### src/rtl/clk_gate_ctrl_pkg.sv
// Shared types and helpers for the domain clock-gate enable controller.
// State encoding is exported unchanged on state_o for status readback.
package clk_gate_ctrl_pkg;

  typedef enum logic [1:0] {
    OFF      = 2'd0,
    ON       = 2'd1,
    IDLE_CNT = 2'd2,
    WAKE     = 2'd3
  } cg_state_e;

  // Shared counter must hold both the idle threshold and the wake latency.
  function automatic int unsigned cnt_width(input int unsigned idle_w, input int unsigned wake_lat);
    int unsigned wake_w;
    wake_w = $clog2(wake_lat + 1);
    return (idle_w > wake_w) ? idle_w : wake_w;
  endfunction

endpackage

### src/rtl/clk_gate_ctrl_if.sv
// Control/status bundle between a power-management master and clk_gate_ctrl.
// Signal suffixes are from the controller's point of view.
interface clk_gate_ctrl_if
  import clk_gate_ctrl_pkg::*;
#(
  parameter int unsigned IDLE_CNT_W = 8
);
  logic                  sw_en_i;
  logic                  auto_gate_en_i;
  logic                  idle_i;
  logic [IDLE_CNT_W-1:0] idle_thresh_i;
  logic                  wake_req_i;
  logic                  wake_ack_o;
  logic                  clk_en_o;
  cg_state_e             state_o;

  modport master (
    output sw_en_i, auto_gate_en_i, idle_i, idle_thresh_i, wake_req_i,
    input  wake_ack_o, clk_en_o, state_o
  );

  modport slave (
    input  sw_en_i, auto_gate_en_i, idle_i, idle_thresh_i, wake_req_i,
    output wake_ack_o, clk_en_o, state_o
  );
endinterface

### src/rtl/clk_gate_ctrl.sv
// Enable controller for a domain clock-gate cell: gates on software request or
// after a programmable idle period, ungates on wake and acks after WAKE_LAT cycles.
module clk_gate_ctrl
  import clk_gate_ctrl_pkg::*;
#(
  parameter int unsigned IDLE_CNT_W = 8,
  parameter int unsigned WAKE_LAT   = 2,
  parameter bit          DEFAULT_ON = 1'b1
) (
  input logic          clk_i,
  input logic          rst_i,
  clk_gate_ctrl_if.slave bus
);

  localparam int unsigned      CNT_W     = cnt_width(IDLE_CNT_W, WAKE_LAT);
  localparam cg_state_e        RST_STATE = DEFAULT_ON ? ON : OFF;
  localparam logic [CNT_W-1:0] WAKE_LAST = CNT_W'(WAKE_LAT - 1);

  cg_state_e             state_q, state_d;
  logic [CNT_W-1:0]      cnt_q, cnt_d;
  logic [IDLE_CNT_W-1:0] thresh_q, thresh_d;
  logic                  ack_q, ack_d;

  function automatic logic [CNT_W-1:0] sat_inc(input logic [CNT_W-1:0] v);
    return (&v) ? v : v + CNT_W'(1);
  endfunction

  always_ff @(posedge clk_i) begin
    if (rst_i) begin
      state_q  <= RST_STATE;
      cnt_q    <= '0;
      thresh_q <= '0;
      ack_q    <= 1'b0;
    end else begin
      state_q  <= state_d;
      cnt_q    <= cnt_d;
      thresh_q <= thresh_d;
      ack_q    <= ack_d;
    end
  end

  // Rule order inside each state is the priority order; the first match wins.
  always_comb begin
    state_d  = state_q;
    cnt_d    = cnt_q;
    thresh_d = thresh_q;
    unique case (state_q)
      ON: begin
        if (!bus.sw_en_i) begin
          state_d = OFF;
        end else if (bus.auto_gate_en_i && bus.idle_i && !bus.wake_req_i) begin
          state_d  = IDLE_CNT;
          cnt_d    = '0;
          thresh_d = bus.idle_thresh_i;
        end
      end
      IDLE_CNT: begin
        if (!bus.sw_en_i) begin
          state_d = OFF;
        end else if (bus.wake_req_i || !bus.idle_i || !bus.auto_gate_en_i) begin
          state_d = ON;
          cnt_d   = '0;
        end else if (cnt_q == CNT_W'(thresh_q)) begin
          state_d = OFF;
        end else begin
          cnt_d = sat_inc(cnt_q);
        end
      end
      OFF: begin
        // A software-disabled domain ignores wake requests entirely.
        if (bus.sw_en_i && (bus.wake_req_i || !bus.auto_gate_en_i || !bus.idle_i)) begin
          state_d = WAKE;
          cnt_d   = '0;
        end
      end
      WAKE: begin
        if (!bus.sw_en_i) begin
          state_d = OFF;
        end else if (cnt_q == WAKE_LAST) begin
          state_d = ON;
        end else begin
          cnt_d = sat_inc(cnt_q);
        end
      end
      default: state_d = RST_STATE;
    endcase
  end

  // Ack is registered so no input reaches an output within the same cycle.
  assign ack_d = (state_d == ON) && bus.wake_req_i;

  assign bus.clk_en_o   = (state_q != OFF);
  assign bus.state_o    = state_q;
  assign bus.wake_ack_o = ack_q;

endmodule
### src/flat_wrapper.sv
// flat-port wrapper written by rule: the top's interface ports become plain ports
module clk_gate_ctrl_flat import clk_gate_ctrl_pkg::*;
#(
  parameter int unsigned IDLE_CNT_W = 8,
  parameter int unsigned WAKE_LAT   = 2,
  parameter bit          DEFAULT_ON = 1'b1
)
  (clk_i, rst_i, bus_sw_en_i, bus_auto_gate_en_i, bus_idle_i, bus_idle_thresh_i, bus_wake_req_i, bus_wake_ack_o, bus_clk_en_o, bus_state_o);
  clk_gate_ctrl_if #(.IDLE_CNT_W(IDLE_CNT_W)) bus_i ();
  input logic clk_i;
  input logic rst_i;
  input wire logic [$bits(bus_i.sw_en_i)-1:0] bus_sw_en_i;
  input wire logic [$bits(bus_i.auto_gate_en_i)-1:0] bus_auto_gate_en_i;
  input wire logic [$bits(bus_i.idle_i)-1:0] bus_idle_i;
  input wire logic [$bits(bus_i.idle_thresh_i)-1:0] bus_idle_thresh_i;
  input wire logic [$bits(bus_i.wake_req_i)-1:0] bus_wake_req_i;
  output wire logic [$bits(bus_i.wake_ack_o)-1:0] bus_wake_ack_o;
  output wire logic [$bits(bus_i.clk_en_o)-1:0] bus_clk_en_o;
  output wire logic [$bits(bus_i.state_o)-1:0] bus_state_o;
  assign bus_i.sw_en_i = bus_sw_en_i;
  assign bus_i.auto_gate_en_i = bus_auto_gate_en_i;
  assign bus_i.idle_i = bus_idle_i;
  assign bus_i.idle_thresh_i = bus_idle_thresh_i;
  assign bus_i.wake_req_i = bus_wake_req_i;
  assign bus_wake_ack_o = bus_i.wake_ack_o;
  assign bus_clk_en_o = bus_i.clk_en_o;
  assign bus_state_o = bus_i.state_o;
  clk_gate_ctrl #(.IDLE_CNT_W(IDLE_CNT_W), .WAKE_LAT(WAKE_LAT), .DEFAULT_ON(DEFAULT_ON)) u_core (.clk_i(clk_i), .rst_i(rst_i), .bus(bus_i));
endmodule
### config.mk
export PLATFORM = sky130hd
export DESIGN_NAME = clk_gate_ctrl_flat
export DESIGN_NICKNAME = d
export VERILOG_FILES = /design/src/rtl/clk_gate_ctrl_pkg.sv /design/src/rtl/clk_gate_ctrl_if.sv /design/src/rtl/clk_gate_ctrl.sv /design/src/flat_wrapper.sv
export SDC_FILE = /design/constraint.sdc
export NUM_CORES = 1
export LEC_CHECK = 0
export CORE_MARGIN = 4
export CORE_UTILIZATION = 50
export CTS_BUF_LIST = sky130_fd_sc_hd__clkbuf_16
export DETAILED_ROUTE_END_ITERATION = 7
export PLACE_DENSITY = 0.76
export RECOVER_POWER = 25
export SYNTH_ARGS = -nofsm -noshare
export SYNTH_HDL_FRONTEND = slang
export SYNTH_SLANG_ARGS = --single-unit
### constraint.sdc
create_clock -name clk_i -period 2.5 [get_ports clk_i]
set_input_delay 0.375 -clock clk_i [delete_from_list [all_inputs] [get_ports clk_i]]
set_output_delay 0.375 -clock clk_i [all_outputs]
set_load 0.01 [all_outputs]
==> metrics.log <==
INFO  metric reg2reg_setup_slack = around 270 ps
INFO  metric fin_setup_tns = 0 ps
INFO  metric largest_family_of_logic_cells_by_synthesized_area = simple AND/OR/NAND/NOR gates
INFO  metric start_util = a little over half
INFO  metric worst-endpoint-required = 2700 ps
INFO  metric drive_gt1_share = a little over a tenth
INFO  metric clock-root-buffer = clkbuf_16
INFO  metric synth_simple_gate_area_share = 25.3%
INFO  metric xor_xnor_cell_area_share_of_the_yosys_netlist = 7.22%
INFO  metric cts-buffers-inserted = 3
INFO  metric worst-r2r-cell-count = 7
INFO  metric initial_antenna_violation_count = 0
INFO  metric worst_path_largest_cell_delay = 550 ps
INFO  metric antenna_cells_inserted = 0
INFO  metric worstHoldPathType = reg2reg
INFO  metric ys_seq_elements = 19
INFO  metric path_clk_slew = 50 ps
INFO  metric cts_max_path_buffers = 2
INFO  metric cts_num_sinks = 19
INFO  metric drt-initial-drc-count = 12
INFO  metric h-tree-depth = 1
INFO  metric pin_count = 18
INFO  metric final-hold-violation-count = 0
INFO  metric fp.dieH = 54.7 um
INFO  metric grt_first_pass_wirelength = 4090 um
INFO  metric flow.area_growth_from_synthesis = 23.1%
INFO  metric post-route-period-util = 90.2%
INFO  metric syn-mean-instance-area = 8.73 um^2
INFO  metric synth_nets = 141
INFO  metric tritoncts = built
INFO  metric r2r-end = u_core.cnt_q[1]$_SDFFE_PP0P_
INFO  metric worstSkewPairLatency = 250 ps
INFO  metric synth_compound_gate_area_share = 15.4%
INFO  metric start_to_end_type_of_the_worst_setup_path = in2reg
INFO  metric post-route-drc-count = 0
INFO  metric cells_after_synthesis = between 100 and 150
INFO  metric final_max_slew_viol_count = 0
INFO  metric postCtsHoldBufs = 0
INFO  metric critPathTopFamily = simple AND/OR/NAND/NOR gates
INFO  metric cp-end-kind = flop
INFO  metric synth.mux.area_fraction = 9.17%
INFO  metric slew_headroom = 61.7%
INFO  metric setup_viol = 0
INFO  metric hold_path_depth = 2
INFO  metric worst-path-max-fanout = 7
INFO  metric placeableCoreArea = about 2000 um^2
INFO  metric largest_vdd_supply_drop = between 0.0004 and 0.0005 V
INFO  metric timing.critical_path.buf_inv = 1
INFO  metric outcome = finished, final reports clean
INFO  metric detail-route-antenna-nets = 0
INFO  metric whs_endpoint = u_core.thresh_q[2]$_SDFFE_PP0P_
INFO  metric timing.critical_path.from_type = input pin
INFO  metric dp.final_hpwl = 1770 um
INFO  metric hold_start = u_core.thresh_q[2]$_SDFFE_PP0P_
INFO  metric cts_resized = 0
INFO  metric finalClockSkew = 1.26 ps
INFO  metric detailroute.via_count = 955
INFO  metric ys.flop_type = dfxtp_1
INFO  metric max_freq = 0.443 GHz
INFO  metric power.density = 557 nW/um^2
INFO  metric rsz0062_at_grt = false
INFO  metric crit_arrival = 2450 ps
INFO  metric global_route.usage.total = 18.9%
INFO  metric crit-reg2reg-launch = u_core.cnt_q[0]$_SDFFE_PP0P_
INFO  metric yosysUniqueCellTypes = 37
INFO  metric critPathSlowestCell = dlygate4sd3_1
INFO  metric wl_per_cell = 14.6 um
INFO  metric dieArea = 2990 um^2
INFO  metric postCtsSetupRepairBufs = 0
INFO  metric fin_util = 66.4%
INFO  metric drt-pass1-iter-count = 4
INFO  metric route.final.wire_length = 2430 um
INFO  metric post-route-min-period = 2260 ps
INFO  metric synth_edf_count = 0
INFO  metric yosysWarningCount = 0
INFO  metric async_reset_ff_share = 0%
INFO  metric leak = 0.601 nW
INFO  metric syn-cell-area = 1090 um^2
INFO  metric drv.max_cap_violation_count = 0
INFO  metric synth_seq_area_share = 34.9%
INFO  metric routed_via_density = 5.72
INFO  metric horizontal_extent_of_the_die = 54.7 um
INFO  metric grt_start_max_net_pins = 15
INFO  metric port-buffer-count = 17
INFO  metric gp_routability_congestion = around 0.95
INFO  metric globalRoute.totalOverflow = 0
INFO  metric path_cells = dlygate4sd3_1, and3b_1, mux2i_1, a31oi_2, o21ai_2, or4_1, nand2_1
INFO  metric rows = 16
INFO  metric vias_in_the_first_global_route = 927
INFO  metric fin_nets = 157
INFO  metric worst_pin_slew = 575 ps
INFO  metric synth-adder-area-share = 2.29%
[layout make-up]
cell class	count	area (um^2)
Timing Repair Buffer	19	181
Clock inverter	1	5.00
Fill cell	169	679
Multi-Input combinational cell	93	648
Inverter	5	18.8
Tap cell	27	33.8
Clock buffer	3	75.1
Sequential cell	19	380
[report_power, final]
part | switching (W) | total (W) | internal, W
Combinational | 0.0000462 | 0.0000985 | 0.0000523
Sequential | 0.0000116 | 0.000322 | 0.000311
Clock | 0.000112 | 0.000327 | 0.000214
[through the flow]
step                total power, W  area [um^2]  setup slack, ps  hold WS (ps)  cells
floorplan                 0.000385         1090              526           465    125
global placement          0.000424         1270              211           502    163
detailed placement        0.000426         1270              152           508    163
CTS                       0.000752         1350              264           525    167
global route              0.000777         1340              134           549    167
finish                    0.000747         1340              244           521    167
[placed cells by master, fill, tap and decap left out, drive strengths merged]
master	count
a2111oi	1
a211oi	2
a21o	2
a21oi	8
a22o	1
a311oi	1
a31oi	1
and3	1
and3b	1
buf	1
clkbuf	4
clkdlybuf4s50	15
clkinv	1
dfxtp	19
dlygate4sd3	2
ha	2
inv	5
mux2i	10
nand2	7
nand2b	2
nand3	3
nand4	2
nand4b	2
nor2	16
nor3	5
nor4	3
o211ai	2
o21a	1
o21ai	3
o31ai	1
or2	2
or4	3
or4b	2
xor2	9
[sequential cells by signal, summed over array words and instances, names as in the netlist]
signal	count
u_core.cnt_q	8
u_core.thresh_q	8
u_core.bus.wake_ack_o	1
u_core.bus.state_o	2
[cell usage after synthesis, types with 3 or more instances]
| master | number | area, um^2 |
|---|---|---|
| inv_1 | 5 | 18.8 |
| nand2_1 | 7 | 26.3 |
| nand3_1 | 3 | 15.0 |
| buf_2 | 5 | 25.0 |
| nor2_1 | 16 | 60.1 |
| dfxtp_1 | 19 | 380 |
| mux2i_1 | 10 | 100 |
| nor3_1 | 5 | 25.0 |
| or4_1 | 3 | 22.5 |
| xor2_1 | 9 | 78.8 |
| a21oi_1 | 8 | 40.0 |
[worst register-to-register path, cell delays in order, from the launching register on]
cell      delay (ps)
dfxtp_1          450
ha_1             190
or4b_4           460
nor4_4           240
a31oi_2          190
o21ai_2          350
nor2_1            90
a211oi_2         190
[worst max-delay path by stage]
stage,endpoint,depth (start not counted),from,slack [ps]
after floorplan,u_core.cnt_q[1]$_SDFFE_PP0P_,7,u_core.cnt_q[0]$_SDFFE_PP0P_,530
after global placement,u_core.cnt_q[3]$_SDFFE_PP0P_,7,bus_wake_req_i,210
after detailed placement,u_core.cnt_q[5]$_SDFFE_PP0P_,7,bus_wake_req_i,150
after CTS,u_core.cnt_q[1]$_SDFFE_PP0P_,7,u_core.cnt_q[0]$_SDFFE_PP0P_,260
after global routing,u_core.cnt_q[1]$_SDFFE_PP0P_,7,u_core.cnt_q[0]$_SDFFE_PP0P_,130
final,u_core.cnt_q[3]$_SDFFE_PP0P_,7,bus_wake_req_i,240
[cells by family after synthesis]
logic type,count (synthesis)
and+or+nand+nor,49
adders and majority gates,2
DFF,19
buffers and inverters,13
xor gates and xnor gates,9
muxes,10
AOI/OAI and AO/OA,23
[routing by layer]
metal  wire length, um  share of wire [%]  vias up  global-route usage (%)
li1                  -                  -      481                       -
met1              1070                 44      442                    22.5
met2              1190                 49       28                    32.3
met3               144                5.9        4                    4.09
met4                31                1.3        0                    7.88
met5                 0                  0        -                       0
(Power assumes the default switching activity.)
